===== src/rtl/shift_reg_seq.sv =====
// Sequences an external loadable/shiftable register for MSB-first serial transmission.
// One LOAD cycle, N SHIFT cycles, one DONE cycle; ready only in IDLE, abort cancels and clears.
module shift_reg_seq #(
  parameter int   WIDTH    = 8,
  parameter int   CNT_W    = $clog2(WIDTH + 1),
  parameter logic FILL_BIT = 1'b0
) (
  input  logic             ck,
  input  logic             rstN,
  input  logic             start,
  output logic             ready,
  input  logic [CNT_W-1:0] nbits,
  input  logic             clear_req,
  input  logic             abort,
  input  logic             q_msb,
  output logic             clr,
  output logic             ld,
  output logic             shl,
  output logic             shIn,
  output logic             ser_out,
  output logic             ser_valid,
  output logic             busy,
  output logic             done
);

  typedef enum logic [2:0] {
    IDLE  = 3'd0,
    LOAD  = 3'd1,
    SHIFT = 3'd2,
    DONE  = 3'd3,
    CLEAR = 3'd4
  } state_t;

  state_t           r_state;
  state_t           w_next;
  logic [CNT_W-1:0] r_cnt;
  logic [CNT_W-1:0] w_cnt_next;
  logic [CNT_W-1:0] w_nbits;

  // Zero or out-of-range requests send the full register width.
  assign w_nbits = ((nbits == '0) || (nbits > CNT_W'(WIDTH))) ? CNT_W'(WIDTH) : nbits;

  always_ff @(posedge ck) begin
    if (!rstN) begin
      r_state <= IDLE;
      r_cnt   <= '0;
    end else begin
      r_state <= w_next;
      r_cnt   <= w_cnt_next;
    end
  end

  always_comb begin
    w_next     = r_state;
    w_cnt_next = r_cnt;
    ready      = 1'b0;
    clr        = 1'b0;
    ld         = 1'b0;
    shl        = 1'b0;
    shIn       = 1'b0;
    ser_out    = 1'b0;
    ser_valid  = 1'b0;
    busy       = 1'b0;
    done       = 1'b0;
    case (r_state)
      IDLE: begin
        ready = 1'b1;
        if (start) begin
          w_next     = LOAD;
          w_cnt_next = w_nbits;
        end else if (clear_req) begin
          w_next = CLEAR;
        end
      end
      LOAD: begin
        busy   = 1'b1;
        ld     = 1'b1;
        w_next = abort ? CLEAR : SHIFT;
      end
      SHIFT: begin
        busy       = 1'b1;
        shl        = 1'b1;
        shIn       = FILL_BIT;
        ser_valid  = 1'b1;
        ser_out    = q_msb;
        w_cnt_next = r_cnt - 1'b1;
        // An abort still counts the bit on the wire this cycle as sent.
        if (abort) begin
          w_next = CLEAR;
        end else if (r_cnt == CNT_W'(1)) begin
          w_next = DONE;
        end
      end
      DONE: begin
        busy   = 1'b1;
        done   = 1'b1;
        w_next = IDLE;
      end
      CLEAR: begin
        busy   = 1'b1;
        clr    = 1'b1;
        w_next = IDLE;
      end
      default: begin
        w_next = IDLE;
      end
    endcase
    if (!rstN) begin
      ready     = 1'b0;
      clr       = 1'b0;
      ld        = 1'b0;
      shl       = 1'b0;
      shIn      = 1'b0;
      ser_out   = 1'b0;
      ser_valid = 1'b0;
      busy      = 1'b0;
      done      = 1'b0;
    end
  end

endmodule


===== config.mk =====
export PLATFORM = sky130hd
export DESIGN_NAME = shift_reg_seq
export DESIGN_NICKNAME = d
export VERILOG_FILES = /design/src/rtl/shift_reg_seq.sv
export SDC_FILE = /design/constraint.sdc
export NUM_CORES = 1
export LEC_CHECK = 0
export CAP_MARGIN = 20
export CORE_MARGIN = 1.5
export CORE_UTILIZATION = 25
export DETAILED_ROUTE_END_ITERATION = 8
export PLACE_DENSITY = 0.54
export SKIP_CTS_REPAIR_TIMING = 1
export SLEW_MARGIN = 10
export SYNTH_ARGS = -nofsm -noshare
export SYNTH_HDL_FRONTEND = slang
export SYNTH_SLANG_ARGS = --single-unit
export TNS_END_PERCENT = 30

===== constraint.sdc =====
create_clock -name ck -period 2.05 [get_ports ck]
set_input_delay 0.3075 -clock ck [delete_from_list [all_inputs] [get_ports ck]]
set_output_delay 0.3075 -clock ck [all_outputs]
set_load 0.01 [all_outputs]

==> results of run 1 <==
-- per-stage QoR --
stage,setup WS [ps],TNS (ps),util
2_1_floorplan,484.6,0,-
3_3_place_gp,-5.463,-5.463,0.3649
3_5_place_dp,1.646,0,0.3649
4_1_cts,-11.99,-20.76,0.3782
5_1_grt,32.85,0,0.3864
6_report,107.5,0,0.3864
-- synth_stat cells (all sizes together), types with 2 or more instances --
master	number
or4	2
and2	2
and3	3
nor2	2
or3b	2
ha	2
o21ai	2
buf	4
nor2b	3
nor3	6
o32a	2
xnor2	2
clkbuf	2
dfxtp	7
nand2b	2
nand2	2
a21boi	2
inv	5
nand3	2
-- cells by family (layout without fill, tap and decap cells) --
family,after synthesis,count (layout),share of synthesized area
xor+xnor,3,3,0.04977
buf+inv,11,30,0.1090
flops,7,7,0.2654
fa+ha+maj,2,2,0.04739
simple gates,31,31,0.3673
other cells,1,1,0.007102
compound gates,11,11,0.1540
-- area by class of cell --
cell class	count	area (sq um)
Fill cell	208	1216
Multi-Input combinational cell	48	331.6
Timing Repair Buffer	21	212.7
Sequential cell	7	142.6
Tap cell	27	33.78
Clock buffer	4	26.28
Inverter	5	18.77
-- registers in the layout, summed over array words and instances, names as in the netlist --
name / flops
r_cnt: 4
r_state: 3
-- worst min-delay path: stages, from the launching register on --
cell and delay, ps:
dfxtp_1 320, nand3_1 70, a21boi_1 50
-- final timing paths --
kind                                              start               endpoint  depth (start not counted)
worst max-delay path                               rstN                  ready                          4
worst min-delay path              r_cnt[2]$_SDFFE_PN0P_  r_cnt[2]$_SDFFE_PN0P_                          2
worst max register to register  r_state[0]$_SDFFE_PN0P_  r_cnt[1]$_SDFFE_PN0P_                          3
worst min register to register    r_cnt[2]$_SDFFE_PN0P_  r_cnt[2]$_SDFFE_PN0P_                          2
-- where the power goes --
group	internal (W)	leakage (nW)	switching, W
clock network	0.0000747	0.0150	0.0000571
registers	0.000147	0.0582	0.0000155
logic	0.0000647	0.303	0.0000453
-- metal layers --
metal  track usage  wire [um]
met3       0.02454         41
met5             0          0
met4        0.1286         59
met2        0.1918        581
met1        0.1488        570
==> results.sh, run 1 <==
export IMPL_tritoncts="yes"
export IMPL_placed_cells=108
export IMPL_rsz0062_at_grt="false"
export IMPL_overflow=0
export IMPL_slew_viol_final=0
export IMPL_cp_arrival_ps=1640
export IMPL_hpwl_um=972.5
export IMPL_setup_viol=0
export IMPL_pin_count=19
export IMPL_max_cap_viol_count=0
export IMPL_syn_to_final_growth_pct=45.02
export IMPL_drive_above_1_share=0.1176
export IMPL_fin_crit_sh=0.9476
export IMPL_synthCells=66
export IMPL_drt_pass1_iter_count=3
export IMPL_outcome="finished, final reports clean"
export IMPL_die_area_sq_um=2397
export IMPL_yosysWarnings=0
export IMPL_post_drt_via_cell_ratio=4.768
export IMPL_cpMostUsedCell="clkdlybuf4s50_1"
export IMPL_final_cell_mix="clkdlybuf4s50_1 (12), nor3_1 (6), inv_1 (5), dlymetal6s2s_1 (5), dfxtp_1 (5)"
export IMPL_synth_distinct_cells=33
export IMPL_postRouteAntennaNets=0
export IMPL_clock_latency_ps=260
export IMPL_synth_edf_count=0
export IMPL_power_w=0.0004045
export IMPL_numCtsBuffers=3
export IMPL_grt_pass1_wl_um=2277
export IMPL_syn_avg_cell_area_sq_um=8.000
export IMPL_r2r_slack_ps=360
export IMPL_grt_pass1_vias=518
export IMPL_synth_nets=78
export IMPL_slowest_stage="clkdlybuf4s50_1"
export IMPL_final_cells=112
export IMPL_clockBufferDepth=2
export IMPL_hold_viol_final=0
export IMPL_cts_sinks=7
export IMPL_drt_iter0_drc=2
export IMPL_required_ps=1740
export IMPL_holdWs_ps=495.9
export IMPL_nets=98
export IMPL_syn_cell_area_sq_um=528.0
export IMPL_antenna_found_initial=0
export IMPL_path_max_fanout=4
export IMPL_peakVddDrop_v=0.0001544
export IMPL_drc=0
export IMPL_ys_seq_area_frac=0.2654
export IMPL_die_y_um=48.96
export IMPL_p_leak_nw=0.3767
export IMPL_start_kind="input pin"
export IMPL_grtUsageTotal=0.1280
export IMPL_worstSetupPathType="in2out"
export IMPL_placed_cell_area_sq_um=723.2
export IMPL_cts_htree_levels=1
export IMPL_synthArstFlopShare=0
export IMPL_synth_flop_cell="dfxtp_1"
export IMPL_synth_largest_area_cell="dfxtp_1"
export IMPL_place_congestion=0.8200
export IMPL_diodes=0
export IMPL_synth_seq_cells=7
export IMPL_cts_root_buf="clkbuf_4"
export IMPL_synth_top_area_frac=0.2654
export IMPL_timing_final_crit_period_ps=1943
export IMPL_start_util=0.2664
export IMPL_power_density_nw_per_um2=528.3
export IMPL_critPathBufInv=2
export IMPL_synth_area_leaders="dfxtp_1 (27%), nor3_1 (5.7%), ha_1 (4.7%)"
export IMPL_max_clock_freq_mhz=514.8
export IMPL_grt_start_max_net_pins=11
export IMPL_core_sq_um=1982
export IMPL_vias=534
export IMPL_chipWidth_um=48.96
export IMPL_drt_total_wl_um=1252
export IMPL_crit_chain="clkdlybuf4s50_1 > nand2b_1 > nor3_1 > clkdlybuf4s50_1"
export IMPL_hold_class="reg2reg"
export IMPL_cp_top_family="buffers and inverters"
export IMPL_num_rows=16
export IMPL_clk_pin_slew_ps=50
export IMPL_skew_ps=0.2756
export IMPL_endpoint_kind="primary output"
export IMPL_final_cell_area_sq_um=765.7
export IMPL_io_buffer_count=17
export IMPL_final_common_cell="clkdlybuf4s50_1"
export IMPL_wire_per_inst_um=11.18
export IMPL_critical_path_max_stage_delay_ps=560
Note: power is estimated with default switching activity, not from simulation.
==> inputs of run 2 (changes only) <==
CORE_MARGIN = 2   (was 1.5)
MAX_ROUTING_LAYER = met4   (was default)
clock period = 2.3 ns   (was 2.05 ns; I/O delays follow)
==> results.sh, run 2 (synthesis gave the netlist of run 1 again) <==
export IMPL_outcome="finished, final reports clean"
export IMPL_cts_root_buf="clkbuf_4"
export IMPL_drc=0
export IMPL_pwr_share_comb=0.269
export IMPL_timing_final_crit_period_ps=2138
export IMPL_place_congestion=0.7554
export IMPL_grt_pass1_vias=494
export IMPL_clock_latency_ps=260
export IMPL_cts_htree_levels=1
export IMPL_drt_iter0_drc=10
export IMPL_io_buffer_count=17
export IMPL_worstSetupPathType="in2out"
export IMPL_critPathBufInv=2
export IMPL_worst_slack_ps=161.8
export IMPL_cpMostUsedCell="clkdlybuf4s50_1"
export IMPL_hpwl_um=902.6
export IMPL_tns_ps=0
export IMPL_cp_arrival_ps=1790
export IMPL_die_area_sq_um=2496
export IMPL_endpoint_kind="primary output"
export IMPL_p_sw_w=0.0001045
export IMPL_slowest_stage="clkdlybuf4s50_1"
export IMPL_hold_class="reg2reg"
export IMPL_p_clk_frac=0.325
export IMPL_post_drt_via_cell_ratio=4.573
export IMPL_syn_to_final_growth_pct=39.34
export IMPL_regMostFlops="r_cnt"
export IMPL_grt_start_max_net_pins=14
export IMPL_power_w=0.0003551
export IMPL_pin_count=19
export IMPL_nets=96
export IMPL_chipWidth_um=49.96
export IMPL_power_density_nw_per_um2=482.7
export IMPL_largest_register_ffs=4
export IMPL_grt_pass1_wl_um=2187
export IMPL_r2r_slack_ps=570
export IMPL_final_cells=110
export IMPL_drt_pass1_iter_count=4
export IMPL_switching_share=0.2942
export IMPL_wire_per_inst_um=10.80
export IMPL_p_leak_nw=0.2764
export IMPL_slew_viol_final=0
export IMPL_seqPwrFrac=0.406
export IMPL_clockBufferDepth=2
export IMPL_skew_ps=9.584
export IMPL_clk_pin_slew_ps=60
export IMPL_nFillCells=208
export IMPL_placed_cells=106
export IMPL_antenna_found_initial=0
export IMPL_required_ps=1960
export IMPL_pre_cts_ws_ps=145.6
export IMPL_num_rows=16
export IMPL_start_kind="input pin"
export IMPL_core_sq_um=1982
export IMPL_postRouteAntennaNets=0
export IMPL_hold_viol_final=0
export IMPL_rsz0062_at_grt="false"
export IMPL_p_int_w=0.0002506
export IMPL_path_max_fanout=5
export IMPL_overflow=0
export IMPL_tritoncts="yes"
export IMPL_cp_top_family="buffers and inverters"
export IMPL_top_regs="r_cnt (4), r_state (3)"
export IMPL_fin_crit_sh=0.9297
export IMPL_diodes=0
export IMPL_cts_sinks=7
export IMPL_holdWs_ps=497.3
export IMPL_max_cap_viol_count=0
export IMPL_final_common_cell="clkdlybuf4s50_1"
export IMPL_max_clock_freq_mhz=467.7
export IMPL_final_cell_mix="clkdlybuf4s50_1 (17), dfxtp_1 (7), nor3_1 (6)"
export IMPL_crit_chain="clkdlybuf4s50_1 > and2b_1 > and2_1 > clkdlybuf4s50_1"
export IMPL_critical_path_max_stage_delay_ps=550
export IMPL_die_y_um=49.96
export IMPL_drive_above_1_share=0.07229
export IMPL_setup_viol=0
export IMPL_grtUsageTotal=0.1218
export IMPL_drt_total_wl_um=1188
export IMPL_start_util=0.2664
export IMPL_peakVddDrop_v=0.0002025
export IMPL_vias=503
export IMPL_numCtsBuffers=3
-- run 2: cell types whose count changed in the layout (fill, tap and decap cells not counted), sizes merged --
| cell | previous run | this run |
|---|---|---|
| dlymetal6s2s | 5 | 0 |
| clkdlybuf4s50 | 12 | 17 |
| buf | 4 | 2 |
| clkinv | 0 | 1 |
| clkbuf | 4 | 3 |
-- run 2: routing by layer --
metal | global-route usage | vias to the layer above | wire (um)
met2 | 0.1733 | 13 | 494
li1 | - | 262 | -
met5 | - | - | 0
met4 | 0.1111 | 0 | 46
met3 | 0.01212 | 4 | 43
met1 | 0.1499 | 224 | 604
-- run 2: cell type report --
| cell class | count | area, sq um | area share |
|---|---|---|---|
| inverter | 5 | 18.77 | 0.02551 |
| multi-input combinational | 48 | 330.3 | 0.4490 |
| sequential | 7 | 140.1 | 0.1905 |
| clock buffer | 3 | 22.52 | 0.03061 |
| timing repair buffer | 19 | 185.2 | 0.2517 |
| tap | 27 | 33.78 | 0.04592 |
| clock inverter | 1 | 5.005 | 0.006803 |
-- run 2: worst paths after layout --
kind,from,endpoint,depth (start not counted)
setup / recovery,rstN,shl,4
hold / removal,r_cnt[1]$_SDFFE_PN0P_,r_cnt[1]$_SDFFE_PN0P_,2
setup reg to reg,r_state[1]$_SDFFE_PN0P_,r_cnt[1]$_SDFFE_PN0P_,3
hold reg to reg,r_cnt[1]$_SDFFE_PN0P_,r_cnt[1]$_SDFFE_PN0P_,2
-- run 2: power by group through the flow --
stage	Sequential, W	Clock (W)	Combinational (W)
2_1_floorplan	0.000139	0	0.0000652
3_3_place_gp	0.000147	0	0.0000963
3_5_place_dp	0.000147	0	0.0000961
4_1_cts	0.000144	0.000121	0.0000971
5_1_grt	0.000147	0.000126	0.000108
6_report	0.000144	0.000116	0.0000956
-- run 2: worst min-delay path, stage by stage (launching register included) --
cell     delay, ps
dfxtp_1        330
nand2_1         60
a31oi_1         70
-- run 2: metrics by stage --
| stage | utilization | instance area [sq um] |
|---|---|---|
| after floorplan | - | 528.0 |
| after global placement | 0.3573 | 708.2 |
| after detailed placement | 0.3573 | 708.2 |
| after CTS | 0.3712 | 735.7 |
| after global routing | 0.3712 | 735.7 |
| final | 0.3712 | 735.7 |
